[config.mk]
export PLATFORM = sky130hd
export DESIGN_NAME = core_run_ctrl
export DESIGN_NICKNAME = d
export VERILOG_FILES = /design/src/rtl/core_run_pkg.sv /design/src/rtl/reset_sync.sv /design/src/rtl/core_run_ctrl.sv
export SDC_FILE = /design/constraint.sdc
export NUM_CORES = 1
export LEC_CHECK = 0
export BUFFER_PORTS_ARGS = -buffer_cell sky130_fd_sc_hd__buf_2
export CAP_MARGIN = 25
export CORE_MARGIN = 5
export CORE_UTILIZATION = 41
export DETAILED_ROUTE_END_ITERATION = 8
export MAX_ROUTING_LAYER = met4
export PLACE_DENSITY = 0.82
export SYNTH_ARGS = -nofsm -noshare
export SYNTH_HDL_FRONTEND = slang
export SYNTH_SLANG_ARGS = --single-unit
[constraint.sdc]
create_clock -name CLK -period 2.65 [get_ports CLK]
set_clock_uncertainty 0.15 [all_clocks]
set_input_delay 0.53 -clock CLK [delete_from_list [all_inputs] [get_ports CLK]]
set_output_delay 0.53 -clock CLK [all_outputs]
set_load 0.005 [all_outputs]
[src/rtl/core_run_pkg.sv]
// Shared types and constants for the core run-control block.
// State encoding, EBREAK opcode and the default halt mailbox address.
package core_run_pkg;

    typedef enum logic [1:0] {
        HOLD = 2'd0,
        RUN  = 2'd1,
        HALT = 2'd2,
        STEP = 2'd3
    } run_state_t;

    localparam logic [31:0] EBREAK_INSN   = 32'h0010_0073;
    localparam logic [31:0] DEF_HALT_ADDR = 32'h0000_0FFC;

endpackage

[src/rtl/reset_sync.sv]
// Two-flop active-low reset synchronizer.
// Assertion is asynchronous, release is aligned to clk.
module reset_sync (
    input  logic clk,
    input  logic rst_n,
    output logic rst_sync_n
);

    logic meta;

    // Shift a constant one through two flops after release.
    always_ff @(posedge clk or negedge rst_n) begin
        if (!rst_n) begin
            meta       <= 1'b0;
            rst_sync_n <= 1'b0;
        end else begin
            meta       <= 1'b1;
            rst_sync_n <= meta;
        end
    end

endmodule

[src/rtl/core_run_ctrl.sv]
// Run control: stretched core reset, PC gating, halt/resume/step.
// Define RUN_CTRL_COUNTERS_EN to build the cycle/instret counters.
module core_run_ctrl
    import core_run_pkg::*;
#(
    parameter int unsigned STRETCH_CYCLES = 4,
    parameter logic [31:0] HALT_ADDR      = DEF_HALT_ADDR,
    parameter int unsigned CNT_W          = 32
) (
    input  logic             CLK,
    input  logic             RST,
    input  logic [31:0]      Instr,
    input  logic             MemWrite,
    input  logic [31:0]      ALUResult,
    input  logic [31:0]      WriteData,
    input  logic             Resume,
    output logic             Core_RST_n,
    output logic             PC_En,
    output logic             Halted,
    output logic [31:0]      Halt_Code,
    output logic [CNT_W-1:0] Cycle_Cnt,
    output logic [CNT_W-1:0] Instret_Cnt
);

    localparam logic [7:0] STR_LAST = 8'(STRETCH_CYCLES - 1);

    run_state_t state_q;
    run_state_t state_d;
    logic       sync_n;
    logic [7:0] stretch_q;
    logic       is_ebreak;
    logic       is_mbox;
    logic       halt_hit;

    reset_sync u_sync (
        .clk        (CLK),
        .rst_n      (RST),
        .rst_sync_n (sync_n)
    );

    assign is_ebreak = (Instr == EBREAK_INSN);
    assign is_mbox   = MemWrite && (ALUResult == HALT_ADDR);
    assign halt_hit  = is_ebreak || is_mbox;

    // Count cycles since synchronized release while held in HOLD.
    always_ff @(posedge CLK or negedge RST) begin
        if (!RST) begin
            stretch_q <= 8'd0;
        end else if (state_q == HOLD && sync_n) begin
            stretch_q <= stretch_q + 8'd1;
        end
    end

    // State register.
    always_ff @(posedge CLK or negedge RST) begin
        if (!RST) begin
            state_q <= HOLD;
        end else begin
            state_q <= state_d;
        end
    end

    // Next state and PC gating; STEP ignores halt_hit.
    always_comb begin
        state_d = state_q;
        PC_En   = 1'b0;
        unique case (state_q)
            HOLD: begin
                if (sync_n && stretch_q == STR_LAST) begin
                    state_d = RUN;
                end
            end
            RUN: begin
                PC_En = !halt_hit;
                if (halt_hit) begin
                    state_d = HALT;
                end
            end
            HALT: begin
                if (Resume) begin
                    state_d = STEP;
                end
            end
            STEP: begin
                PC_En   = 1'b1;
                state_d = RUN;
            end
            default: state_d = HOLD;
        endcase
    end

    assign Core_RST_n = (state_q != HOLD);
    assign Halted     = (state_q == HALT);

    // Capture the halt reason; EBREAK takes priority over the mailbox.
    always_ff @(posedge CLK or negedge RST) begin
        if (!RST) begin
            Halt_Code <= 32'd0;
        end else if (state_q == RUN && halt_hit) begin
            Halt_Code <= is_ebreak ? 32'd0 : WriteData;
        end
    end

`ifdef RUN_CTRL_COUNTERS_EN
    logic cyc_inc;
    logic ret_inc;

    // A halting mailbox store still retires; a halting EBREAK does not.
    assign cyc_inc = (state_q == RUN) || (state_q == STEP);
    assign ret_inc = PC_En || (state_q == RUN && is_mbox && !is_ebreak);

    // Saturating cycle counter.
    always_ff @(posedge CLK or negedge RST) begin
        if (!RST) begin
            Cycle_Cnt <= '0;
        end else if (cyc_inc && Cycle_Cnt != '1) begin
            Cycle_Cnt <= Cycle_Cnt + CNT_W'(1);
        end
    end

    // Saturating retired-instruction counter.
    always_ff @(posedge CLK or negedge RST) begin
        if (!RST) begin
            Instret_Cnt <= '0;
        end else if (ret_inc && Instret_Cnt != '1) begin
            Instret_Cnt <= Instret_Cnt + CNT_W'(1);
        end
    end
`else
    assign Cycle_Cnt   = '0;
    assign Instret_Cnt = '0;
`endif

endmodule

Word-level counts from Yosys, hierarchy flattened. Cells that the tools add are included.

Register bits: 44. Output and inout port bits: 99. Word-level logic and storage cells: 30.

Add/sub/neg operators: 1. Eq/ne operators: 9. Mux-type cells: 6. Reductions and logical operators: 9.

Operators by type and width (count): $eq A32 B12 Y1 const B (1); $eq A32 B21 Y1 const B (1); $mux W32 (1); $add A8 B1 Y8 const B (1); $eq A8 B2 Y1 const B (1); $pmux W2 S4 (1); $mux W2 (3); $eq A2 B2 Y1 const B (2); $logic_and A1 B1 Y1 (4); $ne A2 B2 Y1 const B (2); $reduce_and A3 Y1 (1); $eq A2 B1 Y1 const B (1); $logic_not A2 Y1 (1); $ne A2 B1 Y1 const B (1); $pmux W1 S2 (1); $reduce_bool A2 Y1 (1); $logic_not A1 Y1 (1); $logic_or A1 B1 Y1 (1).

Longest topological paths before layout.
Word-level depth: 5. Depth in mapped cells: 7. Depth with buffers taken out: 7.

By module. Synthesis repeated with hierarchy kept, for this count alone.

Cells, all modules: 248. Area, all modules: 2700.1 um^2.

Modules (own cells, without submodules): core_run_ctrl (instances 1, cells each 245, area each 2646.3 um^2, seq. area each 1051.0 um^2); reset_sync (instances 1, cells each 3, area each 53.8 um^2, seq. area each 50.0 um^2).

Worst setup path after synthesis. OpenSTA, ideal clock, no wires.

Path kind: input -> output. Start: input port ALUResult[13]. End: output port PC_En. Arrival: 1615 ps. Path slack: 355 ps. Stages: 5. Path buffers: 1. Cell sequence: nor4b_1 > nand3_1 > o32ai_2 > clkbuf_2 > o21bai_1.

Word-level cells in the longest chain between the ends: 5.

Ends and longest elaborated chain: start: declaration (line core_run_ctrl.sv:14) `input logic [31:0] ALUResult,`; $eq A32 B12 Y1 (line core_run_ctrl.sv:42) `assign is_mbox = MemWrite && (ALUResult == HALT_ADDR);`; $logic_and A1 B1 Y1 (line core_run_ctrl.sv:42); $logic_or A1 B1 Y1 (line core_run_ctrl.sv:43) `assign halt_hit = is_ebreak || is_mbox;`; $logic_not A1 Y1 (line core_run_ctrl.sv:74) `PC_En = !halt_hit;`; $pmux W1 S2 (line core_run_ctrl.sv:67) `unique case (state_q)`; end: declaration (line core_run_ctrl.sv:18) `output logic PC_En,`.

No other way between the ends.

Worst setup path after layout.
Start: input port ALUResult[1]. End: output port PC_En.

Same word-level chain as after synthesis.

==> metrics.md <==
| Metric | Value |
|---|---|
| Status | finished, final reports clean |
| Crit-path max FO | 6 |
| Final setup viols | 0 |
| Arr. time, crit path | 1810 ps |
| Worst setup margin | 159 ps |
| Sequential area share after synthesis | 0.413 |
| Placeable core region | 6350 µm² |
| Combinational power share | 0.102 |
| Setup crit end kind | output pin |
| GR Overflow Total | 0 |
| Cts hold-fix bufs | 0 |
| Pre-CTS setup slack | 150 ps |
| Post_cts resized | 0 |
| Max Cap Violations | 0 |
| Slew headroom | 0.642 |
| Buf/Inv on CP | 2 |
| IO Port Bufs | 134 |
| Largest net degree at the start of global routing | 33 |
| Max H-tree Level | 2 |
| Final min period | 2490 ps |
| Synthesized instance count | 248 |
| Number of global-route vias before repair | 2335 |
| Worst-margin pin slew | 536 ps |
| Crit-path max cell delay | 430 ps |
| Setup tns final | 0 ps |
| CTS tree | done |
| Area growth from synthesis to layout | 24.0% |
| Die W | 90.6 µm |
| Gp weighted congestion | 0.845 |
| Antenna-violating nets left | 0 |
| Drt first pass iters | 4 |
| Peak Freq | 401 MHz |
| CTS Buffer Depth | 2 |
| Crit start category | input pin |
| Num CTS Buffers | 5 |
| CTS sink cnt | 44 |
| CTS root buf | clkbuf_8 |
| Initial antenna violation count | 0 |
| Delay-heaviest family, CP | compound AO/OA/AOI/OAI gates |
| Commonest cells after routing, fill and taps aside | buf_2, conb_1, dfrtp_1 |
| Slew Limit Fails | 0 |
| Final Cycle Share | 0.940 |
| Flop pwr share | 0.552 |
| Initial Util | 0.420 |
| VDD IR-drop max | 0.373 mV |
| HPWL after detailed placement | 5840 µm |
| Nets | 493 |
| Most common cell after layout, fill and taps aside | buf_2 |
| Clock Power Share | 0.347 |
| Final hold violations | 0 |
| Synthesized area per cell | 10.8 µm² |
| WL per Instance | 15.0 µm |
| Postcts setup bufs | 0 |
| RSZ-0062 raised after global routing | no |
| First DRT Iteration DRCs | 52 |
| P_leak | 0.00185 µW |
| Crit path kind | in2out |
| Syn Std Cell Area | 2670 µm² |
| FP Rows | 29 |
| Vias post-DR | 2185 |
| Sw frac | 0.232 |
| Worst hold slack | 61.3 ps |
| Vias per cell | 4.70 |
| Most used cell, CP | buf_2 |
| Critical path required time | 1970 ps |
| Final wirelength | 6990 µm |
| Net load switching power | 287 µW |
| Fill cell count | 575 |
| Flops & latches, synth | 44 |
| Antenna diodes | 0 |
| Yosys cell types | 34 |
| Power Total | 1240 µW |
| Die area | 8220 µm² |
| Slowest stage cell, crit path | o32ai_4 |
| Worst skew pair latency | 290 ps |
| Die Y | 90.6 µm |
| First-pass GRT wire length | 11400 µm |
| Hold WC Path Type | in2async |
| Final core occ | 0.521 |
| PD cells | 374 nW/µm² |
| Clk slew on worst S/H paths | 80 ps |
| Fraction of layout cells with a size suffix above 1 | 0.418 |
| Synth warn | 0 |
| P_int | 951 µW |
| I/O pin count | 199 |
| Tot GR Track Use | 0.173 |
| DRC | 0 |
| Critical path, cell by cell | buf_2 > nor4b_2 > nand4_1 > o32ai_4 > o21bai_1 > buf_2 |
-- kinds of logic (layout without fill, tap and decap cells) --
logic type,after synthesis,count (layout),synth area share
AOI/OAI and AO/OA,69,69,0.210
xor gates and xnor gates,7,7,0.0230
adders and majority gates,6,6,0.0282
buffers and inverters,83,160,0.224
DFF,44,44,0.413
muxes,3,3,0.0122
other,2,65,0.00282
and+or+nand+nor,34,34,0.0873
-- stage by stage --
stage / cell area [µm²] / instances
global placement: 3210 / 457
detailed placement: 3210 / 457
finish: 3310 / 465
CTS: 3310 / 465
global route: 3310 / 465
floorplan: 2900 / 311
-- worst paths after layout --
check                              from                 to  slack (ps)  depth (start not counted)
max                        ALUResult[1]              PC_En         160                          6
min                                 RST      Halt_Code[10]          60                          1
max reg2reg                  state_q[1]         state_q[1]         700                          6
min reg2reg                 u_sync.meta  u_sync.rst_sync_n         220                          0
max in group asynchronous           RST      Halt_Code[21]        1710                          2
min in group CLK            u_sync.meta  u_sync.rst_sync_n         220                          0
-- power groups by stage --
stage | Combinational, µW | Sequential [µW] | Clock, µW
3_3_place_gp | 122 | 695 | 0
2_1_floorplan | 101 | 695 | 0
3_5_place_dp | 124 | 695 | 0
6_report | 126 | 683 | 429
5_1_grt | 144 | 684 | 483
4_1_cts | 124 | 682 | 446
-- registers in the layout (all words and copies together), names as in the netlist --
register,flops
Halt_Code,32
stretch_q,8
u_sync.meta,1
u_sync.rst_sync_n,1
state_q,2
-- synthesized netlist by cell type --
master	n	area, µm²
a31o_2	2	17.5
nor4b_1	4	35.0
or2_2	1	6.26
ha_1	6	75.1
and4_1	1	8.76
nor2_1	2	7.51
xor2_1	3	26.3
nor4_2	1	12.5
inv_1	5	18.8
o21ai_0	1	5.00
nor3_1	1	5.00
nor4b_2	1	15.0
xnor2_1	4	35.0
a31o_1	30	263
buf_8	3	45.0
o32ai_2	1	16.3
a21oi_1	2	10.0
mux2i_1	1	10.0
buf_6	1	11.3
o21bai_1	1	7.51
buf_4	64	480
nand4_1	4	25.0
and4b_1	2	20.0
nand3_1	4	20.0
mux2_2	2	22.5
dfrtp_1	44	1100
and2_1	2	12.5
nor4_1	7	43.8
nand2_1	3	11.3
clkbuf_1	7	26.3
conb_1	2	7.51
a21boi_0	32	240
nor4bb_1	1	10.0
clkbuf_2	3	15.0
-- cell type report --
type / count / area, µm² / area share
tap: 77 / 96.3 / 0.0291
clock buffer: 7 / 86.3 / 0.0261
timing repair buffer: 147 / 781 / 0.236
inverter: 5 / 18.8 / 0.00568
clock inverter: 1 / 7.51 / 0.00227
sequential: 44 / 1100 / 0.333
multi-input combinational: 184 / 1220 / 0.368
-- layer usage --
layer	GRT usage	share of wire
met4	0.0447	0.012
met5	-	0
met2	0.298	0.51
met3	0.0458	0.098
met1	0.198	0.38
No activity file was read; power rests on OpenSTA's default activity.
